`config.mk`:
```
export PLATFORM = sky130hd
export DESIGN_NAME = lfsr_source
export DESIGN_NICKNAME = d
export VERILOG_FILES = /design/src/rtl/lfsr_source.sv
export SDC_FILE = /design/constraint.sdc
export NUM_CORES = 1
export LEC_CHECK = 0
export CAP_MARGIN = 10
export CELL_PAD_IN_SITES_DETAIL_PLACEMENT = 1
export CELL_PAD_IN_SITES_GLOBAL_PLACEMENT = 1
export CORE_AREA = 2 2 58 71
export CTS_BUF_LIST = sky130_fd_sc_hd__clkbuf_8
export DETAILED_ROUTE_END_ITERATION = 8
export DIE_AREA = 0 0 60 73
export GPL_TIMING_DRIVEN = 0
export PLACE_DENSITY_LB_ADDON = 0.1
export REMOVE_ABC_BUFFERS = 1
export SYNTH_ARGS = -nofsm -noshare
export SYNTH_HDL_FRONTEND = slang
export SYNTH_SLANG_ARGS = --single-unit
export TNS_END_PERCENT = 30
```
`constraint.sdc`:
```
create_clock -name clk -period 4.15 [get_ports clk]
set_input_delay 0.6225 -clock clk [delete_from_list [all_inputs] [get_ports clk]]
set_output_delay 0.6225 -clock clk [all_outputs]
set_load 0.005 [all_outputs]
```
`src/rtl/lfsr_source.sv`:
```
// -----------------------------------------------------------------------------
// lfsr_source
//
// Responder end of the en_LFSR / complete_LFSR / LFSR_output request
// handshake. A maximal-length LFSR free-runs on every clock, so the value
// handed back depends on when the requester asks. On a request the block
// lets the LFSR advance WARMUP_STEPS times, captures the value and holds
// complete_LFSR high until en_LFSR is seen low.
//
// Handshake (4-phase, level based): the requester raises en_LFSR and keeps
// it high; complete_LFSR rises with LFSR_output valid and stays high until
// en_LFSR is sampled low; complete_LFSR then falls on the following edge.
// Dropping en_LFSR during the warm-up aborts the request without a capture.
//
// Ports:
//   clk            system clock, rising edge
//   rst_LFSR       synchronous active-low reset
//   en_LFSR        request level from the initiator
//   entropy_in     (LFSR_ENTROPY_EN only) extra bit mixed in while idle
//   complete_LFSR  captured value valid
//   LFSR_output    captured value, held after complete_LFSR falls
//   LFSR_busy      high while the warm-up is running
//
// Optional feature macro: LFSR_ENTROPY_EN
//   When defined, entropy_in is XORed into the feedback bit while idle.
// -----------------------------------------------------------------------------
module lfsr_source #(
  parameter int               WIDTH        = 7,
  parameter logic [WIDTH-1:0] TAPS         = 7'b1100000,
  parameter logic [WIDTH-1:0] SEED         = 7'h01,
  parameter int               WARMUP_STEPS = 13
) (
  input  logic             clk,
  input  logic             rst_LFSR,
  input  logic             en_LFSR,
`ifdef LFSR_ENTROPY_EN
  input  logic             entropy_in,
`endif
  output logic             complete_LFSR,
  output logic [WIDTH-1:0] LFSR_output,
  output logic             LFSR_busy
);

  // Counter only has to hold WARMUP_STEPS-1; keep at least one bit.
  localparam int CNT_W = (WARMUP_STEPS > 1) ? $clog2(WARMUP_STEPS) : 1;
  localparam logic [CNT_W-1:0] CNT_LOAD = CNT_W'(WARMUP_STEPS - 1);

  typedef enum logic [1:0] {
    S_IDLE = 2'd0,
    S_STEP = 2'd1,
    S_DONE = 2'd2
  } state_t;

  state_t           state_q;
  logic [CNT_W-1:0] cnt_q;
  logic [WIDTH-1:0] lfsr_q, lfsr_d;
  logic [WIDTH-1:0] out_q;
  logic             complete_q;
  logic             busy_q;
  logic             fb;

  // Next LFSR value. The all-zero state is a lock-up; it is only reachable
  // through an upset (or entropy mixing), and SEED is reloaded instead so a
  // capture can never be zero.
  always_comb begin
    fb = ^(lfsr_q & TAPS);
`ifdef LFSR_ENTROPY_EN
    // Entropy only while idle, so warm-up timing stays deterministic.
    if (state_q == S_IDLE) begin
      fb = fb ^ entropy_in;
    end
`endif
    lfsr_d = {lfsr_q[WIDTH-2:0], fb};
    if ((lfsr_q == '0) || (lfsr_d == '0)) begin
      lfsr_d = SEED;
    end
  end

  // Free-running LFSR, advances in every state.
  always_ff @(posedge clk) begin
    if (!rst_LFSR) begin
      lfsr_q <= SEED;
    end else begin
      lfsr_q <= lfsr_d;
    end
  end

  // Request FSM with registered outputs.
  always_ff @(posedge clk) begin
    if (!rst_LFSR) begin
      state_q    <= S_IDLE;
      cnt_q      <= '0;
      out_q      <= '0;
      complete_q <= 1'b0;
      busy_q     <= 1'b0;
    end else begin
      case (state_q)
        S_IDLE: begin
          if (en_LFSR) begin
            state_q <= S_STEP;
            cnt_q   <= CNT_LOAD;
            busy_q  <= 1'b1;
          end
        end
        S_STEP: begin
          if (!en_LFSR) begin
            // Abort: no capture, previous output stays visible.
            state_q <= S_IDLE;
            busy_q  <= 1'b0;
          end else if (cnt_q == '0) begin
            // Capture the pre-edge value: WARMUP_STEPS advances after accept.
            out_q      <= lfsr_q;
            complete_q <= 1'b1;
            busy_q     <= 1'b0;
            state_q    <= S_DONE;
          end else begin
            cnt_q <= cnt_q - 1'b1;
          end
        end
        S_DONE: begin
          // Stay here while en_LFSR is high; one capture per request.
          if (!en_LFSR) begin
            complete_q <= 1'b0;
            state_q    <= S_IDLE;
          end
        end
        default: begin
          state_q    <= S_IDLE;
          complete_q <= 1'b0;
          busy_q     <= 1'b0;
        end
      endcase
    end
  end

  assign complete_LFSR = complete_q;
  assign LFSR_output   = out_q;
  assign LFSR_busy     = busy_q;

endmodule

```
==> impl_metrics.toml <==
[run_status]
status = "finished clean"

[sta]
hold_ws_ns = 0.461
tns_ns = 0
tightest_slew_ns = 0.867
fin_ws_ns = 2.18
finalClockSkew_ns = 0.00432
final_hold_viol_count = 0
setup_viol = 0
fin_crit_sh_pct = 47.4
fmax_mhz = 509
rsz0062_at_grt = "no"
slew-limit-headroom_pct = 42.0
fin_crit_ns = 1.97
drv_slew = 0

[finish]
area.sequential_um2 = 440
fillers = 448
drive_above_1_share_pct = 7.55
nNetsFinal = 111
design_area_um2 = 1090
syn_to_final_growth_pct = 22.2
fin_cells = 160
multi_input_area_um2 = 380
num_antenna_cells = 0

[logic_synthesis]
netlist_top_cells_area = "dfxtp_1 (49%), nand2_1 (8.4%), mux2i_1 (7.8%), inv_1 (4.6%), buf_4 (2.5%)"
syn_inst = 95
ys_ff_latch = 22
synth-xor-area-share_pct = 0
synth_top_cell_by_area = "dfxtp_1"
synth.most_common_cell = "dfxtp_1"
synth-simple-area-share_pct = 23.5
ys_seq_area_share_pct = 49.2
yosys_warnings = 0
netlist_area_um2 = 896
synth_compound_area_share_pct = 9.78
synth_top_family_by_area = "simple AND/OR/NAND/NOR gates"
synth_fa_ha_area_share_pct = 1.40
synth_mux_area_share_pct = 7.82
synth_edf_count = 0
synth-main-ff-cell = "dfxtp_1"
synth_commonest_cells = "dfxtp_1 (22), nand2_1 (20), inv_1 (11)"
synthDistinctLibCells = 31
post-synth-top-area-fraction_pct = 49.2
avgSynthCellArea_um2 = 9.43
synthArstFlopShare_pct = 0

[drt]
drtIter0Drc = 15
drtAntennaViolNets = 0
vias = 663
wl_per_cell_um = 10.5
drc_errors = 0
dr.pass1.iters = 3
routed_wl_mm = 1.68
post_drt_via_cell_ratio = 4.14

[critical_path]
cp.arrival_ns = 2.13
path_buf_inv = 2
crit_path_end_kind = "flip-flop"
reg2reg_from = "cnt_q[0]"
cp-start-kind = "input pin"
cp_top_family = "buffers and inverters"
reg2regPathDepth = 5
worstPathMaxFanout = 25
crit_start = "rst_LFSR"
cpPeakStageDelay_ns = 1.04
r2r_slack_ns = 2.42
r2r-end = "LFSR_output[4]"
crit_type = "input pin to flip-flop"
slowest_stage = "clkdlybuf4s50_1"
path_cells = "clkdlybuf4s50_1, inv_1, o32ai_1"
crit_required_ns = 4.32

[grt]
grtUsageTotal_pct = 8.73
grt_antenna_before_repair = 0
grt_overflow = 0
grt_pass1_wl_mm = 2.90
grt_max_degree = 26
first_global_vias = 657

[place]
gp_congestion = 0.630
placed_cell_area_um2 = 1040
dp_hpwl_mm = 1.19
dp_cells = 156
numPortBuffers = 11
place_ws_ns = 1.88

[floorplanning]
rows = 25
floorplan.io_pins = 12
coreArea_um2 = 3780
die_w_um = 60
die_area_um2 = 4380
die_height_um = 73
initial_core_util_pct = 23.7

[cts]
htree_levels = 1
cts_max_path_buffers = 2
cts_sinks = 22
cts_buffers = 3
ctsHoldBuffers = 0
cts_tree = "yes"
cts_resized = 0
clkSlewWorstSetupHoldPaths_ns = 0.08
clock-root-buffer = "clkbuf_8"
post-cts-setup-buffers = 0
clk_latency_ns = 0.26

[worst_hold_path]
hold_depth = 2
hp-start = "lfsr_q[0]"
hold_class = "flip-flop to flip-flop"
holdPathEnd = "lfsr_q[1]"

[power_and_ir_drop]
irDropWorstVdd_uv = 143
clkPwrFrac_pct = 36.5
cell_internal_pwr_w = 0.000325
power_switching_w = 0.0000973
pwr-share-comb_pct = 9.5
power_density_nw_per_um2 = 385
p_sw_share_pct = 23.1
p_leak_nw = 0.449
p_seq_share_pct = 54.0

[flow_run]
cap_violations = 0
[logic make-up (layout without fill, tap and decap cells)]
logic type | after synthesis | after routing
buffers and inverters | 15 | 26
AO/OA/AOI/OAI | 11 | 11
adder cells (fa/ha/maj) | 1 | 1
AND/OR/NAND/NOR | 39 | 39
multiplexers | 7 | 7
flip-flops | 22 | 22
[state kept, by name, summed over array words and instances, names as in the netlist]
register,count
cnt_q,4
LFSR_output,7
complete_LFSR,1
LFSR_busy,1
lfsr_q,7
state_q,2
[power groups by stage]
| stage | sequential, W | clock, W | combinational [W] |
|---|---|---|---|
| finish | 0.000228 | 0.000154 | 0.0000402 |
| global route | 0.000229 | 0.000171 | 0.0000462 |
| CTS | 0.000228 | 0.000161 | 0.0000415 |
| detailed placement | 0.000233 | 0 | 0.0000414 |
| global placement | 0.000233 | 0 | 0.0000410 |
| floorplan | 0.000231 | 0 | 0.0000259 |
[per-layer routing]
| layer | GRT usage (%) | routed length (µm) | vias to the layer above |
|---|---|---|---|
| met2 | 13.2 | 809 | 8 |
| met3 | 2.13 | 37 | 4 |
| met5 | 0 | 0 | - |
| met4 | 3.70 | 29 | 0 |
| li1 | - | - | 335 |
| met1 | 11.7 | 799 | 316 |
[cells in the final DEF, fill, tap and decap left out]
cell	netlist	final
o22ai_1	1	1
o21ai_0	1	1
nand3b_1	1	1
nor4bb_1	1	1
o21a_1	1	1
nor4_1	1	1
a2111oi_2	1	1
and2_1	1	1
a21oi_1	2	2
nor3b_4	1	1
dfxtp_1	22	22
o211a_1	1	1
o32ai_1	1	1
nand2b_1	1	1
clkdlybuf4s50_1	0	11
nand4_1	1	1
nor2b_4	1	1
nor3_1	1	1
a21boi_0	1	1
clkbuf_8	0	4
o2111a_1	1	1
nor3b_1	1	1
nor2_1	5	5
inv_1	11	11
and3_1	2	2
and2b_1	1	1
ha_1	1	1
nand2_1	20	20
mux2i_1	7	7
a31oi_1	1	1
nand2b_2	1	1
[how the worst max path moves through the flow]
stage	endpoint	slack [ns]	cells after the start
after detailed placement	cnt_q[1]	1.88	3
after CTS	cnt_q[1]	2.16	3
after global placement	cnt_q[1]	1.87	3
after floorplan	LFSR_output[0]	2.69	5
final	cnt_q[1]	2.18	3
after global routing	cnt_q[1]	2.00	3
[cell type report]
| type | instances | share of cell area (%) |
|---|---|---|
| inverter | 11 | 3.77 |
| sequential | 22 | 40.2 |
| timing repair buffer | 11 | 10.1 |
| multi-input combinational | 58 | 34.7 |
| tap | 54 | 6.17 |
| clock buffer | 4 | 5.03 |
[metrics by stage]
stage                     util, %  total power [W]
after floorplan                 -         0.000257
after global placement       27.5         0.000274
after detailed placement     27.5         0.000274
after CTS                    28.9         0.000430
after global routing         28.9         0.000447
final                        28.9         0.000422
[worst register-to-register path, delay by kind of cell, from the launching register on]
kind | cells | cell delay (ns)
adder cells (fa/ha/maj) | 1 | 0.22
buffers and inverters | 1 | 0.08
flip-flops | 1 | 0.33
AND/OR/NAND/NOR | 2 | 0.80
multiplexers | 1 | 0.24
(Power assumes the default switching activity.)
